**config.mk**
```make
export PLATFORM = sky130hd
export DESIGN_NAME = vga_image_window
export DESIGN_NICKNAME = d
export VERILOG_FILES = /design/src/rtl/vga_pkg.sv /design/src/rtl/vga_timing.sv /design/src/rtl/vga_image_window.sv
export SDC_FILE = /design/constraint.sdc
export NUM_CORES = 1
export LEC_CHECK = 0
export BUFFER_PORTS_ARGS = -buffer_cell sky130_fd_sc_hd__buf_2
export CAP_MARGIN = 30
export CORE_MARGIN = 5
export CORE_UTILIZATION = 45
export CTS_CLUSTER_SIZE = 20
export DETAILED_ROUTE_END_ITERATION = 8
export PLACE_DENSITY = 0.65
export RECOVER_POWER = 100
export SLEW_MARGIN = 25
export SYNTH_ARGS = -nofsm -noshare
export SYNTH_HDL_FRONTEND = slang
export SYNTH_SLANG_ARGS = --single-unit
```
**constraint.sdc**
```tcl
create_clock -name clk -period 5.7 [get_ports clk]
set_input_delay 0.57 -clock clk [delete_from_list [all_inputs] [get_ports clk]]
set_output_delay 0.57 -clock clk [all_outputs]
set_load 0.01 [all_outputs]
```
**src/rtl/vga_pkg.sv**
```systemverilog
// Shared constants, types and helpers for the VGA image window block.
package vga_pkg;

    localparam int unsigned CNT_W = 12;

    localparam int unsigned H_ACTIVE_DEF = 640;
    localparam int unsigned H_FP_DEF     = 16;
    localparam int unsigned H_SYNC_DEF   = 96;
    localparam int unsigned H_BP_DEF     = 48;
    localparam int unsigned V_ACTIVE_DEF = 480;
    localparam int unsigned V_FP_DEF     = 10;
    localparam int unsigned V_SYNC_DEF   = 2;
    localparam int unsigned V_BP_DEF     = 33;
    localparam int unsigned H_TOTAL_DEF  = H_ACTIVE_DEF + H_FP_DEF + H_SYNC_DEF + H_BP_DEF;
    localparam int unsigned V_TOTAL_DEF  = V_ACTIVE_DEF + V_FP_DEF + V_SYNC_DEF + V_BP_DEF;

    typedef enum logic [1:0] {
        MODE_GRAY_LO = 2'd0,
        MODE_GRAY_HI = 2'd1,
        MODE_RGB222  = 2'd2,
        MODE_BARS    = 2'd3
    } pix_mode_e;

    localparam logic [5:0] BORDER_RGB = 6'h3F;

    // Per-pixel side information travelling alongside the RAM read.
    typedef struct packed {
        logic       hs;
        logic       vs;
        logic       win;
        logic       bord;
        logic [2:0] bar;
    } pix_tag_t;

    localparam pix_tag_t TAG_RST = '{hs: 1'b1, vs: 1'b1, win: 1'b0, bord: 1'b0, bar: 3'd0};

    function automatic logic in_span(input logic [CNT_W-1:0] c,
                                     input logic [CNT_W-1:0] lo,
                                     input logic [CNT_W-1:0] len);
        return (c >= lo) && (c < lo + len);
    endfunction

    function automatic logic [5:0] pix_colour(input pix_mode_e m,
                                              input logic [7:0] d,
                                              input logic [2:0] bar);
        logic [5:0] c;
        c = '0;
        case (m)
            MODE_GRAY_LO: c = {3{d[1:0]}};
            MODE_GRAY_HI: c = {3{d[7:6]}};
            MODE_RGB222:  c = d[5:0];
            MODE_BARS:    c = {{2{bar[2]}}, {2{bar[1]}}, {2{bar[0]}}};
            default:      c = '0;
        endcase
        return c;
    endfunction

endpackage

```
**src/rtl/vga_timing.sv**
```systemverilog
// VGA raster counters with raw sync, active-area flag and frame-start pulse.
module vga_timing
    import vga_pkg::*;
#(
    parameter int unsigned H_ACTIVE = H_ACTIVE_DEF,
    parameter int unsigned H_FP     = H_FP_DEF,
    parameter int unsigned H_SYNC   = H_SYNC_DEF,
    parameter int unsigned H_BP     = H_BP_DEF,
    parameter int unsigned V_ACTIVE = V_ACTIVE_DEF,
    parameter int unsigned V_FP     = V_FP_DEF,
    parameter int unsigned V_SYNC   = V_SYNC_DEF,
    parameter int unsigned V_BP     = V_BP_DEF
) (
    input  logic             clk,
    input  logic             rst_n,
    output logic [CNT_W-1:0] hcnt,
    output logic [CNT_W-1:0] vcnt,
    output logic [CNT_W-1:0] hcnt_nx_c,
    output logic [CNT_W-1:0] vcnt_nx_c,
    output logic             active_c,
    output logic             hsync_raw_c,
    output logic             vsync_raw_c,
    output logic             frame_start
);

    localparam int unsigned H_TOTAL = H_ACTIVE + H_FP + H_SYNC + H_BP;
    localparam int unsigned V_TOTAL = V_ACTIVE + V_FP + V_SYNC + V_BP;

    logic [CNT_W-1:0] hcnt_q, hcnt_d;
    logic [CNT_W-1:0] vcnt_q, vcnt_d;
    logic             frame_start_q, frame_start_d;

    always_comb begin
        hcnt_d = hcnt_q + CNT_W'(1);
        vcnt_d = vcnt_q;
        if (hcnt_q == CNT_W'(H_TOTAL - 1)) begin
            hcnt_d = '0;
            vcnt_d = (vcnt_q == CNT_W'(V_TOTAL - 1)) ? '0 : vcnt_q + CNT_W'(1);
        end
        // Registered from next-state so the pulse coincides with hcnt==0, vcnt==V_ACTIVE.
        frame_start_d = (hcnt_d == '0) && (vcnt_d == CNT_W'(V_ACTIVE));
    end

    always_ff @(posedge clk or negedge rst_n) begin
        if (!rst_n) begin
            hcnt_q        <= '0;
            vcnt_q        <= '0;
            frame_start_q <= 1'b0;
        end else begin
            hcnt_q        <= hcnt_d;
            vcnt_q        <= vcnt_d;
            frame_start_q <= frame_start_d;
        end
    end

    assign hcnt        = hcnt_q;
    assign vcnt        = vcnt_q;
    assign hcnt_nx_c   = hcnt_d;
    assign vcnt_nx_c   = vcnt_d;
    assign frame_start = frame_start_q;
    assign active_c    = (hcnt_q < CNT_W'(H_ACTIVE)) && (vcnt_q < CNT_W'(V_ACTIVE));
    assign hsync_raw_c = !((hcnt_q >= CNT_W'(H_ACTIVE + H_FP)) &&
                           (hcnt_q <  CNT_W'(H_ACTIVE + H_FP + H_SYNC)));
    assign vsync_raw_c = !((vcnt_q >= CNT_W'(V_ACTIVE + V_FP)) &&
                           (vcnt_q <  CNT_W'(V_ACTIVE + V_FP + V_SYNC)));

endmodule

```
**src/rtl/vga_image_window.sv**
```systemverilog
// Places a scaled row-major RAM image inside a VGA raster, with optional border
// and latency-matched sync/colour outputs.
module vga_image_window
    import vga_pkg::*;
#(
    parameter int unsigned H_ACTIVE = H_ACTIVE_DEF,
    parameter int unsigned H_FP     = H_FP_DEF,
    parameter int unsigned H_SYNC   = H_SYNC_DEF,
    parameter int unsigned H_BP     = H_BP_DEF,
    parameter int unsigned V_ACTIVE = V_ACTIVE_DEF,
    parameter int unsigned V_FP     = V_FP_DEF,
    parameter int unsigned V_SYNC   = V_SYNC_DEF,
    parameter int unsigned V_BP     = V_BP_DEF,
    parameter int unsigned IMG_W    = 80,
    parameter int unsigned IMG_H    = 80,
    parameter int unsigned SCALE    = 1,
    parameter int unsigned ADDR_W   = 13,
    parameter int unsigned DATA_W   = 8,
    parameter int unsigned MEM_LAT  = 1
) (
    input  logic              clk,
    input  logic              rst_n,
    input  logic [10:0]       pos_x,
    input  logic [10:0]       pos_y,
    input  logic [ADDR_W-1:0] base_addr,
    input  logic [1:0]        mode,
    input  logic              border_en,
    output logic [ADDR_W-1:0] mem_addr,
    input  logic [DATA_W-1:0] mem_data,
    output logic              hsync,
    output logic              vsync,
    output logic [5:0]        rgb,
    output logic              frame_start
);

    if (SCALE < 1 || SCALE > 4) begin : g_bad_scale
        $error("vga_image_window: SCALE must be in 1..4");
    end
    if (MEM_LAT < 1 || MEM_LAT > 3) begin : g_bad_lat
        $error("vga_image_window: MEM_LAT must be in 1..3");
    end
    if (DATA_W < 8) begin : g_bad_data
        $error("vga_image_window: DATA_W must be at least 8");
    end

    localparam logic [CNT_W-1:0] WIN_W = CNT_W'(IMG_W * SCALE);
    localparam logic [CNT_W-1:0] WIN_H = CNT_W'(IMG_H * SCALE);

    logic [CNT_W-1:0] hcnt, vcnt, hcnt_nx, vcnt_nx;
    logic             active_c, hsync_raw_c, vsync_raw_c;

    vga_timing #(
        .H_ACTIVE (H_ACTIVE), .H_FP (H_FP), .H_SYNC (H_SYNC), .H_BP (H_BP),
        .V_ACTIVE (V_ACTIVE), .V_FP (V_FP), .V_SYNC (V_SYNC), .V_BP (V_BP)
    ) u_timing (
        .clk         (clk),
        .rst_n       (rst_n),
        .hcnt        (hcnt),
        .vcnt        (vcnt),
        .hcnt_nx_c   (hcnt_nx),
        .vcnt_nx_c   (vcnt_nx),
        .active_c    (active_c),
        .hsync_raw_c (hsync_raw_c),
        .vsync_raw_c (vsync_raw_c),
        .frame_start (frame_start)
    );

    logic [10:0]       pos_x_q, pos_x_d, pos_y_q, pos_y_d;
    logic [ADDR_W-1:0] base_q, base_d;
    pix_mode_e         mode_q, mode_d;
    logic              border_q, border_d;

    // Configuration only changes in vertical blanking so a frame never tears.
    always_comb begin
        pos_x_d  = pos_x_q;
        pos_y_d  = pos_y_q;
        base_d   = base_q;
        mode_d   = mode_q;
        border_d = border_q;
        if (frame_start) begin
            pos_x_d  = pos_x;
            pos_y_d  = pos_y;
            base_d   = base_addr;
            mode_d   = pix_mode_e'(mode);
            border_d = border_en;
        end
    end

    logic [CNT_W-1:0] px, py;
    logic             active_nx, win_c, win_nx, bord_c;

    assign px        = CNT_W'(pos_x_q);
    assign py        = CNT_W'(pos_y_q);
    assign active_nx = (hcnt_nx < CNT_W'(H_ACTIVE)) && (vcnt_nx < CNT_W'(V_ACTIVE));
    assign win_c     = active_c && in_span(hcnt, px, WIN_W) && in_span(vcnt, py, WIN_H);
    assign win_nx    = active_nx && in_span(hcnt_nx, px, WIN_W) && in_span(vcnt_nx, py, WIN_H);
    // The +1 offset lets the ring one pixel outside the window be tested without going negative.
    assign bord_c    = border_q && active_c && !win_c &&
                       in_span(hcnt + CNT_W'(1), px, WIN_W + CNT_W'(2)) &&
                       in_span(vcnt + CNT_W'(1), py, WIN_H + CNT_W'(2));

    logic [ADDR_W-1:0] col_q, col_d, row_base_q, row_base_d, addr_q, addr_d;
    logic [1:0]        sx_q, sx_d, sy_q, sy_d;

    // Address registers are prepared one cycle early so mem_addr matches the current pixel.
    always_comb begin
        col_d      = col_q;
        sx_d       = sx_q;
        sy_d       = sy_q;
        row_base_d = row_base_q;
        addr_d     = addr_q;
        if (frame_start) begin
            row_base_d = base_addr;
            sy_d       = '0;
        end else if (win_c && !win_nx) begin
            if (sy_q == 2'(SCALE - 1)) begin
                sy_d       = '0;
                row_base_d = row_base_q + ADDR_W'(IMG_W);
            end else begin
                sy_d = sy_q + 2'd1;
            end
        end
        if (win_nx) begin
            if (!win_c) begin
                col_d = '0;
                sx_d  = '0;
            end else if (sx_q == 2'(SCALE - 1)) begin
                col_d = col_q + ADDR_W'(1);
                sx_d  = '0;
            end else begin
                sx_d = sx_q + 2'd1;
            end
            addr_d = row_base_d + col_d;
        end
    end

    pix_tag_t   tag_c;
    pix_tag_t   tag_q [MEM_LAT];
    pix_tag_t   tag_d [MEM_LAT];
    pix_tag_t   tag_out;
    logic       hsync_q, hsync_d, vsync_q, vsync_d;
    logic [5:0] rgb_q, rgb_d;

    always_comb begin
        tag_c.hs   = hsync_raw_c;
        tag_c.vs   = vsync_raw_c;
        tag_c.win  = win_c;
        tag_c.bord = bord_c;
        tag_c.bar  = col_q[2:0];
        tag_d[0]   = tag_c;
        for (int i = 1; i < int'(MEM_LAT); i++) begin
            tag_d[i] = tag_q[i-1];
        end
    end

    assign tag_out = tag_q[MEM_LAT-1];

    always_comb begin
        hsync_d = tag_out.hs;
        vsync_d = tag_out.vs;
        rgb_d   = '0;
        if (tag_out.win) begin
            rgb_d = pix_colour(mode_q, mem_data[7:0], tag_out.bar);
        end else if (tag_out.bord) begin
            rgb_d = BORDER_RGB;
        end
    end

    always_ff @(posedge clk or negedge rst_n) begin
        if (!rst_n) begin
            pos_x_q    <= '0;
            pos_y_q    <= '0;
            base_q     <= '0;
            mode_q     <= MODE_GRAY_LO;
            border_q   <= 1'b0;
            col_q      <= '0;
            sx_q       <= '0;
            sy_q       <= '0;
            row_base_q <= '0;
            addr_q     <= '0;
            for (int i = 0; i < int'(MEM_LAT); i++) begin
                tag_q[i] <= TAG_RST;
            end
            hsync_q    <= 1'b1;
            vsync_q    <= 1'b1;
            rgb_q      <= '0;
        end else begin
            pos_x_q    <= pos_x_d;
            pos_y_q    <= pos_y_d;
            base_q     <= base_d;
            mode_q     <= mode_d;
            border_q   <= border_d;
            col_q      <= col_d;
            sx_q       <= sx_d;
            sy_q       <= sy_d;
            row_base_q <= row_base_d;
            addr_q     <= addr_d;
            for (int i = 0; i < int'(MEM_LAT); i++) begin
                tag_q[i] <= tag_d[i];
            end
            hsync_q    <= hsync_d;
            vsync_q    <= vsync_d;
            rgb_q      <= rgb_d;
        end
    end

    assign mem_addr = addr_q;
    assign hsync    = hsync_q;
    assign vsync    = vsync_q;
    assign rgb      = rgb_q;

endmodule

```
==> flow_summary.yaml <==
run_status:
  status: "finished, violations left"
  violations: "capacitance limit, slew limit"
setup_path:
  rrSetupSlack_ns: 0.27
  worstPathCellList: "inv_1, ha_1, nor4bb_1, and4_2, nor2_1, buf_4, nand2_1, o21ai_0, ha_1, o21ai_0, a2111oi_2, o2111ai_2, nor4bb_2, buf_4, a311oi_1, xnor2_1, o21ai_0, ha_1, and2_1, o21ai_0, o21ai_2, o41ai_2, xnor2_1, o21ai_1"
  cp.depth: 24
  rr_worst_depth: 24
  worstReg2RegEnd: "mem_addr[12]"
  crit_path_max_incr_delay_ns: 0.47
  critPathCaptureType: "register"
  cp_common_cell: "o21ai_0"
  r2r_start: "u_timing.vcnt[0]"
  cp_max_fo: 7
  path_delay_family: "compound AO/OA/AOI/OAI gates"
  path_class: "reg -> reg"
  cp-start-kind: "register"
  crit_buf_inv: 3
  slowest_stage: "a2111oi_2"
  critPathLaunch: "u_timing.vcnt[0]"
  critPathRequiredTime_ns: 5.94
  critPathCapture: "mem_addr[12]"
  worstPathArrival_ns: 5.67
finish:
  final_cell_mix: "ha_1, nand2_1, dfrtp_1"
  antennaDiodeCount: 0
  stdcell_count: 1338
  syn2layout_area_growth_pct: 12.6
  mostFrequentLayoutCell: "ha_1"
  final_area_mm2: 0.0101
  nNetsFinal: 1259
  drive_above_1_share_pct: 14.2
  fillCellCount: 1829
  multi_input_area_mm2: 0.00598
  regArea_mm2: 0.00271
clock_network:
  cts.clk_slew.worst_paths_ns: 0.08
  ctsHtreeMaxLevel: 3
  root_buffer: "clkbuf_16"
  cts_sinks: 108
  cts_tree: "done"
  worstSkewPairLatency_ns: 0.37
  cts_made_buffers: 9
  cts_max_path_buffers: 2
power_and_ir_drop:
  power_leakage_nw: 4.98
  p_clk_share_pct: 44.1
  p_switching_mw: 0.336
  swShare_pct: 23.4
  power_mw: 1.43
  internal_power_mw: 1.10
  p_per_area_mw_per_mm2: 141
  p_seq_share_pct: 53.4
  vdd_drop_max_mv: 0.118
  p_comb_share_pct: 2.4
sta:
  timing.slew.headroom_pct: -63.3
  finalCritPeriodShare_pct: 95.3
  period_needed_ns: 5.43
  setup_viol: 0
  slew_violations: 88
  fin_skew_ns: 0.0162
  hold_viol_final: 0
  fmax_mhz: 184
  worst_slew_pin_slew_ns: 2.45
  hold_slack_ns: 0.357
  setup_ws_ns: 0.269
logic_synthesis:
  syn-num-nets: 1169
  synthFlopType: "dfrtp_1"
  synth_sequential_area_ratio_pct: 30.1
  synth_area_mm2: 0.00900
  ys_seq_elements: 108
  async_flop_share_pct: 100
  synth_cell_type_count: 84
  synth_edf_count: 0
  ys_warn_count: 0
  avgSynthCellArea_um2: 9.20
  synthesis.instances: 978
routing:
  viasPerCell: 5.56
  num_vias: 7443
  drc: 0
  routedWlPerCell_um: 16.9
  antenna_left: 0
  drt-pass1-iter-count: 5
  drt-initial-drc-count: 392
  routed_wl_um: 22600
placement:
  port-buffer-count: 69
  placed_cell_area_mm2: 0.00982
  detailedPlace.worstSlack_ns: 0.0130
  dp.cells: 1320
  hpwl_um: 18100
  gp_congestion: 0.910
global_route:
  grt_pass1_wl_um: 37200
  grt_util_all_layers_pct: 20.5
  grt_antenna_before_repair: 0
  grt_pass1_vias: 7391
  grt_max_degree: 69
  grt-ovfl-total: 0
floorplan:
  die_x_um: 151
  core-area_mm2: 0.0196
  die_h_um: 151
  start_util_pct: 46.0
  die-area_mm2: 0.0229
  ios: 70
  rows: 51
min_path:
  min_path_type: "reg -> reg"
run:
  cap_violations: 2
## worst min path at each step
stage | start | endpoint | slack (ns) | depth (start not counted)
CTS | rst_n | u_timing.hcnt[0] | 0.36 | 1
floorplan | rst_n | border_q | 0.27 | 0
global route | hsync_d | hsync | 0.37 | 0
global placement | hsync_d | hsync | 0.35 | 0
finish | hsync_d | hsync | 0.36 | 0
detailed placement | hsync_d | hsync | 0.35 | 0
## power by group through the flow
stage	Combinational (mW)	Clock, mW	Sequential [mW]
floorplan	0.00279	0	0.781
global placement	0.0368	0	0.781
detailed placement	0.0368	0	0.781
CTS	0.0370	0.656	0.766
global route	0.0405	0.680	0.766
finish	0.0346	0.632	0.766
## final cells by class
class                           instances  area share [%]
Multi-Input combinational cell        781            59.0
Sequential cell                       108            26.7
Timing Repair Buffer                  109            5.90
Tap cell                              265            3.27
Clock buffer                           10            2.36
Inverter                               59            2.18
Clock inverter                          6           0.543
## per-layer routing
layer,track usage (%),wire [µm]
met5,0,0
met4,4.26,286
met3,3.26,883
met2,32.7,10300
met1,29.4,11200
## registers in the layout, indices dropped and copies added (netlist names), 5 cells and up
name           cells
col_q             13
mem_addr          13
pos_x_q           11
pos_y_q           11
rgb                6
row_base_q        13
tag_out            5
u_timing.hcnt     12
u_timing.vcnt     12
## per-stage QoR
step | utilization [%] | TNS, ns
finish | 51.7 | 0
global route | 51.7 | -0.0695
CTS | 51.7 | 0
detailed placement | 50.2 | 0
global placement | 50.2 | 0
floorplan | - | 0
## repair_timing
action,in CTS,in global routing
resized for setup,1,20
setup buffers,0,1
hold buffers,0,0
setup endpoints to repair,1,6
pin swaps,0,4
cloned,0,0
## Yosys cell counts (all sizes together) (12+ instances only)
master / n / area share, %
a21o: 18 / 1.5
a21oi: 43 / 2.5
buf: 14 / 0.93
clkbuf: 16 / 0.67
dfrtp: 104 / 29
ha: 142 / 20
inv: 58 / 2.4
mux2: 20 / 2.9
nand2: 111 / 4.6
nand3: 28 / 1.6
nand4: 21 / 1.7
nor2: 58 / 2.4
nor3: 20 / 1.2
o211ai: 12 / 1.0
o21ai: 75 / 4.2
xnor2: 49 / 4.8
xor2: 28 / 2.7
## logic make-up (layout without fill, tap and decap cells)
group	count (synthesis)	count (layout)	synth area share, %
AND/OR/NAND/NOR	308	308	17.3
AO/OA/AOI/OAI	224	224	16.7
adder cells (fa/ha/maj)	144	144	20.1
flip-flops	108	108	30.1
buffers and inverters	89	184	4.06
XOR/XNOR	77	77	7.49
multiplexers	28	28	4.32
Note: power is estimated with default switching activity, not from simulation.
